<file path="config.mk">
export PLATFORM = sky130hd
export DESIGN_NAME = neuron_sequencer_flat
export DESIGN_NICKNAME = d
export VERILOG_FILES = /design/src/rtl/neuron_sequencer_if.sv /design/src/rtl/neuron_sequencer.sv /design/src/flat_wrapper.sv
export SDC_FILE = /design/constraint.sdc
export NUM_CORES = 1
export LEC_CHECK = 0
export BUFFER_PORTS_ARGS = -buffer_cell sky130_fd_sc_hd__buf_2
export CORE_ASPECT_RATIO = 1.75
export CORE_MARGIN = 4
export CORE_UTILIZATION = 45
export CTS_BUF_LIST = sky130_fd_sc_hd__clkbuf_8
export CTS_CLUSTER_DIAMETER = 120
export DETAILED_ROUTE_END_ITERATION = 16
export MAX_ROUTING_LAYER = met4
export PLACE_DENSITY = 0.7
export SLEW_MARGIN = 20
export SYNTH_ARGS = -nofsm -noshare
export SYNTH_HDL_FRONTEND = slang
export SYNTH_SLANG_ARGS = --single-unit
export TNS_END_PERCENT = 5
</file>
<file path="constraint.sdc">
create_clock -name clk -period 5.5 [get_ports clk]
set_input_delay 0.825 -clock clk [delete_from_list [all_inputs] [get_ports clk]]
set_output_delay 0.825 -clock clk [all_outputs]
set_load 0.005 [all_outputs]
</file>
<file path="src/rtl/neuron_sequencer_if.sv">
// neuron_sequencer_if: weight-write port, input-element stream, MAC-core
// control/data and result handshake of one neuron sequencer.
// slave  = the sequencer itself
// master = its environment (weight loader, input source, MAC core, consumer)
interface neuron_sequencer_if #(
  parameter int unsigned ADDR_W = 2
);
  logic              w_wr_en;
  logic [ADDR_W-1:0] w_wr_addr;
  logic [7:0]        w_wr_data;
  logic              in_valid;
  logic [7:0]        in_data;
  logic              in_ready;
  logic [7:0]        mac_weight;
  logic [7:0]        mac_in;
  logic              mac_forget;
  logic              mac_oe;
  logic [7:0]        mac_out;
  logic [7:0]        result;
  logic              result_valid;
  logic              result_ready;

  modport master (
    output w_wr_en, w_wr_addr, w_wr_data, in_valid, in_data, mac_out, result_ready,
    input  in_ready, mac_weight, mac_in, mac_forget, mac_oe, result, result_valid
  );

  modport slave (
    input  w_wr_en, w_wr_addr, w_wr_data, in_valid, in_data, mac_out, result_ready,
    output in_ready, mac_weight, mac_in, mac_forget, mac_oe, result, result_valid
  );
endinterface

</file>
<file path="src/rtl/neuron_sequencer.sv">
// neuron_sequencer: upstream control stage for one 8-bit MAC core.
// Buffers an N_INPUTS-element input vector, holds N_INPUTS weights, streams
// the weight/input pairs into the core, pulses its forget, enables its output
// for one cycle, captures the dot product and offers it with valid/ready.
// Optional build macro NEURON_SEQ_RELU_EN: captured values with bit 7 set are
// replaced by 0 (ReLU on the two's-complement view); otherwise raw unsigned.
module neuron_sequencer #(
  parameter int unsigned N_INPUTS = 4,
  parameter int unsigned ADDR_W   = 2
) (
  input logic               clk,
  input logic               reset,
  neuron_sequencer_if.slave bus
);

  // Storage is sized to the full address space so any index width is legal;
  // entries at or above N_INPUTS are never written and never read.
  localparam int unsigned       DEPTH = 1 << ADDR_W;
  localparam logic [ADDR_W-1:0] LAST  = ADDR_W'(N_INPUTS - 1);

  // FLUSH is the one cycle after the last pair in which the core's product
  // register is folded into its accumulator; DRAIN then enables its output.
  typedef enum logic [2:0] {
    IDLE,
    LOAD,
    STREAM,
    FLUSH,
    DRAIN,
    OUTPUT
  } state_t;

  state_t            state;
  logic [7:0]        w_mem [DEPTH];
  logic [7:0]        x_buf [DEPTH];
  logic [ADDR_W-1:0] idx;
  logic [ADDR_W-1:0] idx_nxt;
  logic              accept;
  logic              w_addr_ok;
  logic [7:0]        capture_val;

  // Handshake qualifiers, next index and the value to capture from the core.
  always_comb begin
    accept    = bus.in_valid && bus.in_ready;
    w_addr_ok = 32'(bus.w_wr_addr) < N_INPUTS;
    idx_nxt   = idx + 1'b1;
`ifdef NEURON_SEQ_RELU_EN
    capture_val = bus.mac_out[7] ? 8'h00 : bus.mac_out;
`else
    capture_val = bus.mac_out;
`endif
  end

  // Sequencer FSM with registered outputs, weight RAM and input buffer.
  always_ff @(posedge clk or posedge reset) begin
    if (reset) begin
      state            <= IDLE;
      idx              <= '0;
      bus.in_ready     <= 1'b1;
      bus.mac_weight   <= '0;
      bus.mac_in       <= '0;
      bus.mac_forget   <= 1'b0;
      bus.mac_oe       <= 1'b0;
      bus.result       <= '0;
      bus.result_valid <= 1'b0;
      for (int unsigned i = 0; i < DEPTH; i++) begin
        w_mem[i] <= '0;
        x_buf[i] <= '0;
      end
    end else begin
      bus.mac_forget <= 1'b0;
      bus.mac_oe     <= 1'b0;
      unique case (state)
        IDLE: begin
          if (bus.w_wr_en && w_addr_ok) begin
            w_mem[bus.w_wr_addr] <= bus.w_wr_data;
          end
          if (accept) begin
            x_buf[0] <= bus.in_data;
            if (N_INPUTS == 1) begin
              // A one-element vector is complete on its first accept.
              state          <= STREAM;
              bus.in_ready   <= 1'b0;
              idx            <= '0;
              bus.mac_weight <= w_mem[0];
              bus.mac_in     <= bus.in_data;
            end else begin
              state <= LOAD;
              idx   <= ADDR_W'(1);
            end
          end
        end
        LOAD: begin
          if (accept) begin
            x_buf[idx] <= bus.in_data;
            if (idx == LAST) begin
              state          <= STREAM;
              bus.in_ready   <= 1'b0;
              idx            <= '0;
              bus.mac_weight <= w_mem[0];
              bus.mac_in     <= x_buf[0];
            end else begin
              idx <= idx_nxt;
            end
          end
        end
        STREAM: begin
          // Forget lands one cycle after pair 0 is presented, i.e. while the
          // core folds its first product.
          bus.mac_forget <= (idx == '0);
          if (idx == LAST) begin
            state          <= FLUSH;
            bus.mac_weight <= '0;
            bus.mac_in     <= '0;
          end else begin
            idx            <= idx_nxt;
            bus.mac_weight <= w_mem[idx_nxt];
            bus.mac_in     <= x_buf[idx_nxt];
          end
        end
        FLUSH: begin
          bus.mac_oe <= 1'b1;
          state      <= DRAIN;
        end
        DRAIN: begin
          bus.result       <= capture_val;
          bus.result_valid <= 1'b1;
          state            <= OUTPUT;
        end
        OUTPUT: begin
          if (bus.result_ready) begin
            bus.result_valid <= 1'b0;
            bus.in_ready     <= 1'b1;
            state            <= IDLE;
          end
        end
        default: begin
          state        <= IDLE;
          bus.in_ready <= 1'b1;
        end
      endcase
    end
  end

endmodule

</file>
<file path="src/flat_wrapper.sv">
// flat-port wrapper written by rule: the top's interface ports become plain ports
module neuron_sequencer_flat 
#(
  parameter int unsigned N_INPUTS = 4,
  parameter int unsigned ADDR_W   = 2
)
  (clk, reset, bus_w_wr_en, bus_w_wr_addr, bus_w_wr_data, bus_in_valid, bus_in_data, bus_mac_out, bus_result_ready, bus_in_ready, bus_mac_weight, bus_mac_in, bus_mac_forget, bus_mac_oe, bus_result, bus_result_valid);
  neuron_sequencer_if #(.ADDR_W(ADDR_W)) bus_i ();
  input logic clk;
  input logic reset;
  input wire logic [$bits(bus_i.w_wr_en)-1:0] bus_w_wr_en;
  input wire logic [$bits(bus_i.w_wr_addr)-1:0] bus_w_wr_addr;
  input wire logic [$bits(bus_i.w_wr_data)-1:0] bus_w_wr_data;
  input wire logic [$bits(bus_i.in_valid)-1:0] bus_in_valid;
  input wire logic [$bits(bus_i.in_data)-1:0] bus_in_data;
  input wire logic [$bits(bus_i.mac_out)-1:0] bus_mac_out;
  input wire logic [$bits(bus_i.result_ready)-1:0] bus_result_ready;
  output wire logic [$bits(bus_i.in_ready)-1:0] bus_in_ready;
  output wire logic [$bits(bus_i.mac_weight)-1:0] bus_mac_weight;
  output wire logic [$bits(bus_i.mac_in)-1:0] bus_mac_in;
  output wire logic [$bits(bus_i.mac_forget)-1:0] bus_mac_forget;
  output wire logic [$bits(bus_i.mac_oe)-1:0] bus_mac_oe;
  output wire logic [$bits(bus_i.result)-1:0] bus_result;
  output wire logic [$bits(bus_i.result_valid)-1:0] bus_result_valid;
  assign bus_i.w_wr_en = bus_w_wr_en;
  assign bus_i.w_wr_addr = bus_w_wr_addr;
  assign bus_i.w_wr_data = bus_w_wr_data;
  assign bus_i.in_valid = bus_in_valid;
  assign bus_i.in_data = bus_in_data;
  assign bus_i.mac_out = bus_mac_out;
  assign bus_i.result_ready = bus_result_ready;
  assign bus_in_ready = bus_i.in_ready;
  assign bus_mac_weight = bus_i.mac_weight;
  assign bus_mac_in = bus_i.mac_in;
  assign bus_mac_forget = bus_i.mac_forget;
  assign bus_mac_oe = bus_i.mac_oe;
  assign bus_result = bus_i.result;
  assign bus_result_valid = bus_i.result_valid;
  neuron_sequencer #(.N_INPUTS(N_INPUTS), .ADDR_W(ADDR_W)) u_core (.clk(clk), .reset(reset), .bus(bus_i));
endmodule
</file>
==> impl_metrics.csv, run 1 <==
group,metric,value,unit
detailed_routing,drt_iter0_markers,147,
place,hpwlAfterDp,5910,µm
detailed_routing,via_per_inst,5.51,
synthesis,synth_area_leaders,"dfrtp_1, mux2_2, mux4_2, a21oi_1, a22oi_1",
critical_path,critPathMaxStageDelay,0.92,ns
pwr,p_leak,0.00225,µW
die,die_w,82.3,µm
pwr,seq_power_share,45.8,%
final_layout,diodes,0,
cts,clkLatencyLatePin,0.36,ns
pwr,combPwrFrac,37.6,%
critical_path,crit_type,"reg -> reg",
die,num_io_pins,59,
synthesis,synth_top_area_share,55.3,%
min_path,hp-class,"reg -> reg",
place,portBuffers,58,
timing,setup_viol,0,
cts,clockBufferDepth,2,
cts,root_buffer,"clkbuf_8",
synthesis,ys_ff_latch,97,
timing,fmax,415,MHz
synthesis,synth-main-ff-cell,"dfrtp_1",
synthesis,ys_types,32,
global_routing,grt_max_degree,55,
place,gp_congestion,0.769,
outcome,status,"completed",
synthesis,synth_top_cell_by_area,"dfrtp_1",
detailed_routing,wl_per_cell,17.6,µm
pwr,vdd_drop_max,240,µV
cts,h-tree-depth,3,
detailed_routing,wl,8560,µm
timing,slew_headroom,37.0,%
detailed_routing,vias,2681,
detailed_routing,drt_pass1_iterations,4,
die,die_y,138,µm
timing,tightest_slew,0.945,ns
cts,cts-hold-fix-buffers,0,
pwr,p_sw,864,µW
critical_path,worst_setup_path_end_kind,"flip-flop",
cts,cts_tree,"done",
run,cap_violations,0,
global_routing,grt_pass1_vias,3007,
cts,clkTransAtPathRegs,0.09,ns
critical_path,critical_path_arrival,2.64,ns
die,die_area,0.0114,mm²
die,start_util,45.9,%
cts,cts_sinks,97,
final_layout,fill_cells,835,
detailed_routing,drtAntennaViolNets,0,
pwr,intPower,1730,µW
synthesis,synthCells,304,
die,fp.coreArea,0.00947,mm²
synthesis,synth_nets,340,
detailed_routing,drc,0,
pwr,power_frac_clock,16.6,%
critical_path,crit_fanout,17,
cts,post_cts_buffers,0,
critical_path,crit_chain,"inv_1, ha_1, mux4_2, a22oi_1, a21oi_1",
synthesis,synth_edf_count,0,
synthesis,synthArstFlopShare,100,%
synthesis,synthesis.area,0.00435,mm²
synthesis,ys_seq_area_share,55.9,%
global_routing,grt_pass1_wl,14500,µm
final_layout,drive_gt1_share,47.1,%
place,place_area,0.00475,mm²
critical_path,cpMaxStageDelayCell,"ha_1",
timing,setup-tns-final,0,ns
global_routing,grt_use_total,17.4,%
timing,hold_viol_final,0,
critical_path,start_kind,"flip-flop",
cts,cts.repair.resized,0,
timing,fin_crit_sh,43.8,%
final_layout,synthToLayoutAreaGrowth,13.4,%
global_routing,antenna_found_initial,0,
synthesis,syn_avg_cell_area,14.3,µm²
timing,rsz0062_at_grt,"false",
pwr,power_density,526,mW/mm²
timing,final_max_slew_viol_count,0,
synthesis,yosys_warnings,0,
global_routing,gr-total-overflow,0,
critical_path,required,5.73,ns
die,num_rows,47,
cts,cts-buffers-inserted,9,
final_layout,fin_area,0.00493,mm²
final_layout,nets,397,
pwr,swShare,33.3,%
timing,fin_worst_skew,0.00895,ns
timing,min_period,2.41,ns
power groups by stage:
stage / Combinational [µW] / Sequential [µW] / Clock, µW
final: 974 / 1190 / 430
after global routing: 1090 / 1230 / 466
after CTS: 993 / 1190 / 442
after detailed placement: 988 / 1200 / 0
after global placement: 964 / 1180 / 0
after floorplan: 778 / 1130 / 0
synthesized netlist by cell type (2+ instances only):
cell type and n:
inv_1 7, or3b_1 2, clkbuf_1 4, mux4_2 16, mux2_2 72, a21oi_1 24, nand2_1 6, a21o_1 2
nand3_1 2, nand2b_1 2, nor3_1 2, dfrtp_1 96, nand3b_1 4, buf_2 9, a22oi_1 16, ha_1 5
nor2_1 17, and3_1 2, o21ai_0 3
logic make-up (layout without fill, tap and decap cells):
group	count (synthesis)	count (layout)	synth area share, %
AOI/OAI and AO/OA	49	49	7.54
adders and majority gates	5	5	1.44
buffers and inverters	22	83	2.27
DFF	97	97	55.9
muxes	88	88	27.0
and+or+nand+nor	43	43	5.90
final timing paths:
path                                                      start                                to  slack, ns  depth (start not counted)
worst max-delay path                  u_core.idx[1]$_DFFE_PP0P_  u_core.bus.mac_in[0]$_DFFE_PP0P_       3.09                          5
worst min-delay path            u_core.bus.in_ready$_DFFE_PP1P_   u_core.bus.in_ready$_DFFE_PP1P_       0.50                          2
worst max register to register        u_core.idx[1]$_DFFE_PP0P_  u_core.bus.mac_in[0]$_DFFE_PP0P_       3.09                          5
worst min register to register  u_core.bus.in_ready$_DFFE_PP1P_   u_core.bus.in_ready$_DFFE_PP1P_       0.50                          2
max in group asynchronous                                 reset      u_core.x_buf[21]$_DFFE_PP0P_       3.80                          3
min in group asynchronous                                 reset  u_core.bus.result[0]$_DFFE_PP0P_       0.63                          2
per-stage QoR:
| step | setup slack, ns | utilization, % | hold slack, ns | total power [µW] | instances |
|---|---|---|---|---|---|
| after floorplan | 2.14 | - | 0.474 | 1910 | 304 |
| after global placement | 3.10 | 50.2 | 0.479 | 2150 | 472 |
| after detailed placement | 3.07 | 50.2 | 0.489 | 2190 | 472 |
| after CTS | 3.04 | 52.1 | 0.505 | 2620 | 487 |
| after global routing | 2.87 | 52.1 | 0.526 | 2790 | 487 |
| final | 3.09 | 52.1 | 0.503 | 2590 | 487 |
routing by layer:
metal,track usage [%],vias to the layer above,share of wire (%)
met2,30.1,53,55
li1,-,1236,-
met4,7.12,0,1.7
met5,-,-,0
met3,2.86,10,3.3
met1,19.6,1382,40
worst max-delay path: cells and delay by family (launching register included):
| kind | cells | cell delay (ns) |
|---|---|---|
| buffers and inverters | 1 | 0.09 |
| flip-flops | 1 | 0.41 |
| AO/OA/AOI/OAI | 2 | 0.26 |
| adder cells (fa/ha/maj) | 1 | 0.92 |
| multiplexers | 1 | 0.60 |
layout make-up:
| class | instances | area (µm²) | area share, % |
|---|---|---|---|
| Inverter | 7 | 27.5 | 0.558 |
| Clock inverter | 4 | 27.5 | 0.558 |
| Clock buffer | 11 | 151 | 3.07 |
| Multi-Input combinational cell | 185 | 1830 | 37.1 |
| Timing Repair Buffer | 61 | 313 | 6.35 |
| Sequential cell | 97 | 2430 | 49.3 |
| Tap cell | 122 | 153 | 3.10 |
placed cells by master (no fill, tap or decap):
master     instances
buf_4              3
or4_1              1
nor3_1             2
nand2_1            6
or3b_1             2
and3_1             2
a21o_1             2
clkinv_2           3
nand2b_1           2
nor2_4             1
mux4_2            16
a211oi_1           1
nor3_2             1
nor2b_1            1
nor4b_4            1
a21oi_1           24
nor3b_4            1
mux2_2            72
inv_6              1
a2111oi_4          1
inv_1              6
nor2_1            17
nand3b_1           4
a22oi_1           16
clkbuf_8          11
o21ai_0            3
nand3_1            2
a31oi_1            1
o41ai_4            1
dfstp_2            1
clkinv_4           1
ha_1               5
dfrtp_1           96
buf_2             58
registers in the layout, summed over array words and instances (netlist names):
name and flops:
u_core.w_mem 32, u_core.x_buf 32, u_core.bus.mac_in 8, u_core.bus.mac_weight 8, u_core.bus.result 8, u_core.state 3
u_core.idx 2, u_core.bus.in_ready 1, u_core.bus.mac_forget 1, u_core.bus.mac_oe 1, u_core.bus.result_valid 1
No activity file was read; power rests on OpenSTA's default activity.
==> run 2: changes to the inputs <==
--- a/config.mk
+++ b/config.mk
@@ -13,7 +13,7 @@
 export CTS_CLUSTER_DIAMETER = 120
 export DETAILED_ROUTE_END_ITERATION = 16
 export MAX_ROUTING_LAYER = met4
-export PLACE_DENSITY = 0.7
+export PLACE_DENSITY = 0.72
 export SLEW_MARGIN = 20
 export SYNTH_ARGS = -nofsm -noshare
 export SYNTH_HDL_FRONTEND = slang
==> constraint.sdc (replaced) <==
create_clock -name clk -period 2.2 [get_ports clk]
set_input_delay 0.33 -clock clk [delete_from_list [all_inputs] [get_ports clk]]
set_output_delay 0.33 -clock clk [all_outputs]
set_load 0.005 [all_outputs]
==> impl_metrics.csv, run 2 (synthesis results as in run 1) <==
group,metric,value,unit
critical_path,critical_path_arrival,2.37,ns
global_routing,grt_pass1_wl,14500,µm
global_routing,grt_pass1_vias,2830,
detailed_routing,via_per_inst,5.48,
pwr,power_frac_clock,17.7,%
timing,fin_worst_skew,0.0129,ns
timing,fin_crit_sh,94.1,%
place,post-place-ws,0.0256,ns
die,num_rows,47,
critical_path,crit_family,"compound AO/OA/AOI/OAI gates",
timing,fmax,483,MHz
timing,fin_ws,0.129,ns
timing,setup-tns-final,0,ns
cts,cts-buffers-inserted,9,
global_routing,gr-total-overflow,0,
pwr,swShare,32.3,%
critical_path,critPathMaxStageDelay,0.40,ns
die,die_area,0.0114,mm²
pwr,intPower,4630,µW
final_layout,diodes,0,
final_layout,fin_area,0.00514,mm²
detailed_routing,wl_per_cell,17.4,µm
cts,root_buffer,"clkbuf_8",
detailed_routing,wl,8800,µm
detailed_routing,drt_pass1_iterations,4,
final_layout,drive_gt1_share,49.9,%
outcome,status,"completed",
timing,slew_headroom,57.7,%
timing,tightest_slew,0.633,ns
timing,rsz0062_at_grt,"false",
final_layout,biggestRegsByFlops,"u_core.w_mem x32, u_core.x_buf x32",
pwr,power_density,1330,mW/mm²
timing,hold_viol_final,0,
timing,setup_viol,0,
place,place_area,0.00491,mm²
place,portBuffers,58,
critical_path,crit_chain,"buf_6, buf_4, ha_1, or3b_1, a21oi_1, a21oi_1, a31oi_1",
cts,clkTransAtPathRegs,0.09,ns
global_routing,grt_use_total,17.5,%
final_layout,layout.cells.non_filler,507,
cts,cts_tree,"done",
global_routing,antenna_found_initial,0,
die,fp.coreArea,0.00947,mm²
timing,final_max_slew_viol_count,0,
final_layout,final_cell_mix,"dfrtp_1, mux2_2, buf_2",
cts,clkLatencyLatePin,0.37,ns
critical_path,required,2.50,ns
cts,clockBufferDepth,2,
critical_path,cpMaxStageDelayCell,"dfrtp_1",
critical_path,crit_fanout,11,
die,num_io_pins,59,
pwr,p_sw,2210,µW
critical_path,start_kind,"flip-flop",
critical_path,crit_type,"reg -> reg",
timing,min_period,2.07,ns
final_layout,mostFrequentLayoutCell,"dfrtp_1",
critical_path,crit_top_cell,"a21oi_1",
place,gp_congestion,0.770,
pwr,p_leak,0.00236,µW
die,die_w,82.3,µm
pwr,combPwrFrac,40.3,%
detailed_routing,vias,2779,
cts,h-tree-depth,3,
run,cap_violations,0,
cts,cts_sinks,97,
final_layout,synthToLayoutAreaGrowth,18.2,%
cts,cts-hold-fix-buffers,0,
detailed_routing,drt_iter0_markers,154,
place,hpwlAfterDp,6210,µm
place,place_inst,491,
pwr,vdd_drop_max,559,µV
min_path,hp-class,"in -> async",
global_routing,grt_max_degree,98,
die,start_util,45.9,%
critical_path,worst_setup_path_end_kind,"flip-flop",
detailed_routing,drtAntennaViolNets,0,
pwr,seq_power_share,41.9,%
detailed_routing,drc,0,
critical_path,path_buf_inv,2,
final_layout,nets,417,
die,die_y,138,µm
run 2: cell type report:
cell class / count / area, µm²
fillers: 802 / 4330
flip-flops and latches: 97 / 2430
multi-input cells: 185 / 1830
repair buffers: 81 / 483
clock buffers: 12 / 165
well taps: 122 / 153
clock inverters: 3 / 47.5
inverters: 7 / 30.0
run 2: what timing repair did:
action,4_1_cts,5_1_grt
hold endpoints to repair,0,0
gates resized for setup,0,1
setup buffers,0,0
setup endpoints to repair,0,4
run 2: per-stage QoR:
stage               total power (µW)  util (%)  hold slack, ns
finish                          6840      54.2          0.0499
global route                    7330      54.2           0.137
CTS                             6900      54.1           0.113
detailed placement              5680      51.8           0.484
global placement                5560      51.8           0.482
floorplan                       4780         -           0.474
run 2: worst paths after layout:
check / startpoint / endpoint / slack (ns) / cells past startpoint
setup / recovery: u_core.idx[0]$_DFFE_PP0P_ / u_core.idx[0]$_DFFE_PP0P_ / 0.13 / 7
hold / removal: reset / u_core.x_buf[25]$_DFFE_PP0P_ / 0.05 / 3
setup reg to reg: u_core.idx[0]$_DFFE_PP0P_ / u_core.idx[0]$_DFFE_PP0P_ / 0.13 / 7
hold reg to reg: u_core.bus.result_valid$_DFFE_PP0P_ / u_core.bus.result_valid$_DFFE_PP0P_ / 0.49 / 1
max in group asynchronous: reset / u_core.bus.in_ready$_DFFE_PP1P_ / 1.67 / 3
min in group clk: bus_mac_out[1] / u_core.bus.result[1]$_DFFE_PP0P_ / 0.19 / 2
run 2: power by group through the flow:
stage | combinational [µW] | sequential [µW] | clock [µW]
CTS | 2790 | 2870 | 1240
global route | 3050 | 2950 | 1330
finish | 2760 | 2870 | 1210
detailed placement | 2770 | 2900 | 0
floorplan | 1950 | 2830 | 0
global placement | 2690 | 2870 | 0
run 2: tightest hold or removal path, cell delays in order:
cell and delay, ns:
buf_2 0.11, clkinvlp_4 0.07, buf_12 0.36
run 2: metal layers:
layer,vias to the layer above,GRT usage [%],wire length (µm)
met3,9,3.25,368
met5,-,-,0
met4,0,6.19,169
met2,60,29.2,4800
met1,1443,21.1,3460
li1,1267,-,-
==> run 3: changes to the inputs <==
--- a/config.mk
+++ b/config.mk
@@ -14,6 +14,7 @@
 export DETAILED_ROUTE_END_ITERATION = 16
 export MAX_ROUTING_LAYER = met4
 export PLACE_DENSITY = 0.72
+export SETUP_SLACK_MARGIN = 0.5
 export SLEW_MARGIN = 20
 export SYNTH_ARGS = -nofsm -noshare
 export SYNTH_HDL_FRONTEND = slang
==> impl_metrics.csv, run 3 (synthesis results as in run 1) <==
group,metric,value,unit
min_path,hp-class,"in -> async",
detailed_routing,wl,9580,µm
cts,root_buffer,"clkbuf_8",
outcome,status,"completed",
final_layout,drive_gt1_share,58.0,%
timing,slew_headroom,47.3,%
critical_path,start_kind,"flip-flop",
pwr,intPower,5010,µW
pwr,combPwrFrac,45.0,%
run,cap_violations,0,
detailed_routing,drc,0,
cts,cts-buffers-inserted,9,
pwr,p_sw,2450,µW
timing,fin_worst_skew,0.0128,ns
timing,setup_viol,0,
die,die_y,138,µm
global_routing,grt_pass1_wl,15400,µm
timing,hold_viol_final,0,
final_layout,diodes,0,
final_layout,utilization,57.8,%
global_routing,grt_use_total,18.8,%
die,die_w,82.3,µm
critical_path,worst_setup_path_end_kind,"flip-flop",
detailed_routing,drt_pass1_iterations,4,
cts,h-tree-depth,3,
global_routing,grt_pass1_vias,3009,
critical_path,critical_path_arrival,2.09,ns
final_layout,synthToLayoutAreaGrowth,26.0,%
timing,fin_crit_sh,85.2,%
cts,clkTransAtPathRegs,0.09,ns
timing,setup-tns-final,0,ns
timing,tightest_slew,0.788,ns
timing,final_max_slew_viol_count,0,
die,start_util,45.9,%
critical_path,crit_start,"u_core.idx[1]$_DFFE_PP0P_",
detailed_routing,drtAntennaViolNets,0,
cts,clkLatencyLatePin,0.36,ns
critical_path,r2r_start,"u_core.idx[1]$_DFFE_PP0P_",
cts,clockBufferDepth,2,
final_layout,final_cell_mix,"dfrtp_1, mux2_2, buf_2",
place,hpwlAfterDp,6210,µm
pwr,swShare,32.8,%
cts,cts_tree,"done",
timing,rsz0062_at_grt,"true",
global_routing,grt_max_degree,98,
critical_path,required,2.42,ns
final_layout,multi_input_area,0.00197,mm²
timing,min_period,1.87,ns
final_layout,biggestRegsByFlops,"u_core.w_mem x32, u_core.x_buf x32",
detailed_routing,wl_per_cell,18.2,µm
die,num_rows,47,
final_layout,mostFrequentLayoutCell,"dfrtp_1",
critical_path,crit_type,"reg -> reg",
place,portBuffers,58,
place,gp_congestion,0.770,
final_layout,fill_cells,757,
cts,cts-hold-fix-buffers,0,
timing,fmax,534,MHz
die,fp.coreArea,0.00947,mm²
detailed_routing,via_per_inst,5.58,
timing,hold_ws,0.0586,ns
critical_path,crit_fanout,7,
die,num_io_pins,59,
detailed_routing,vias,2940,
die,die_area,0.0114,mm²
global_routing,antenna_found_initial,0,
pwr,vdd_drop_max,556,µV
cts,cts_sinks,97,
pwr,seq_power_share,38.7,%
final_layout,register_area,0.00243,mm²
detailed_routing,drt_iter0_markers,199,
final_layout,nets,437,
global_routing,gr-total-overflow,0,
pwr,power_density,1360,mW/mm²
pwr,power_frac_clock,16.2,%
pwr,p_leak,0.00252,µW
run 3: through the flow:
step | cells | power (µW) | area [µm²] | setup slack (ns)
3_5_place_dp | 491 | 5680 | 4910 | 0.0256
3_3_place_gp | 491 | 5560 | 4910 | 0.105
4_1_cts | 523 | 7370 | 5390 | 0.358
6_report | 527 | 7460 | 5470 | 0.326
5_1_grt | 527 | 7950 | 5470 | 0.265
2_1_floorplan | 304 | 4780 | 4350 | -0.497
run 3: worst paths after layout:
path | end | slack [ns] | cells after the start
setup / recovery | u_core.bus.mac_in[3]$_DFFE_PP0P_ | 0.33 | 7
hold / removal | u_core.x_buf[25]$_DFFE_PP0P_ | 0.06 | 3
setup reg to reg | u_core.bus.mac_in[3]$_DFFE_PP0P_ | 0.33 | 7
hold reg to reg | u_core.bus.result_valid$_DFFE_PP0P_ | 0.49 | 1
max in group asynchronous | u_core.state[2]$_DFFE_PP0P_ | 1.66 | 3
min in group clk | u_core.bus.result[1]$_DFFE_PP0P_ | 0.20 | 2
run 3: worst max-delay path: stages (launching register included):
cell	delay, ns
dfrtp_1	0.39
buf_6	0.13
inv_6	0.04
ha_4	0.27
buf_8	0.14
mux4_2	0.53
a22oi_2	0.16
a21oi_2	0.07
run 3: routing by layer:
layer / global-route usage [%] / part of all wire (%)
met1: 22.3 / 38
met2: 31.6 / 55
met3: 3.25 / 4.6
met4: 6.75 / 1.9
met5: - / 0
run 3: power groups by stage:
stage	Sequential, µW	Combinational (µW)	Clock, µW
2_1_floorplan	2830	1950	0
3_3_place_gp	2870	2690	0
3_5_place_dp	2900	2770	0
4_1_cts	2870	3260	1240
5_1_grt	2970	3660	1320
6_report	2890	3360	1210
run 3: layout make-up:
class	count	area share [%]
flip-flops and latches	97	44.4
inverters	7	0.686
well taps	122	2.79
repair buffers	100	12.3
clock inverters	3	0.869
multi-input cells	186	36.0
clock buffers	12	3.02
run 3: repair_timing:
action	CTS	global route
setup buffers	16	4
resized for setup	29	14
gates cloned	1	0
setup endpoints to repair	84	83
pin swaps	15	5
hold endpoints to repair	0	0
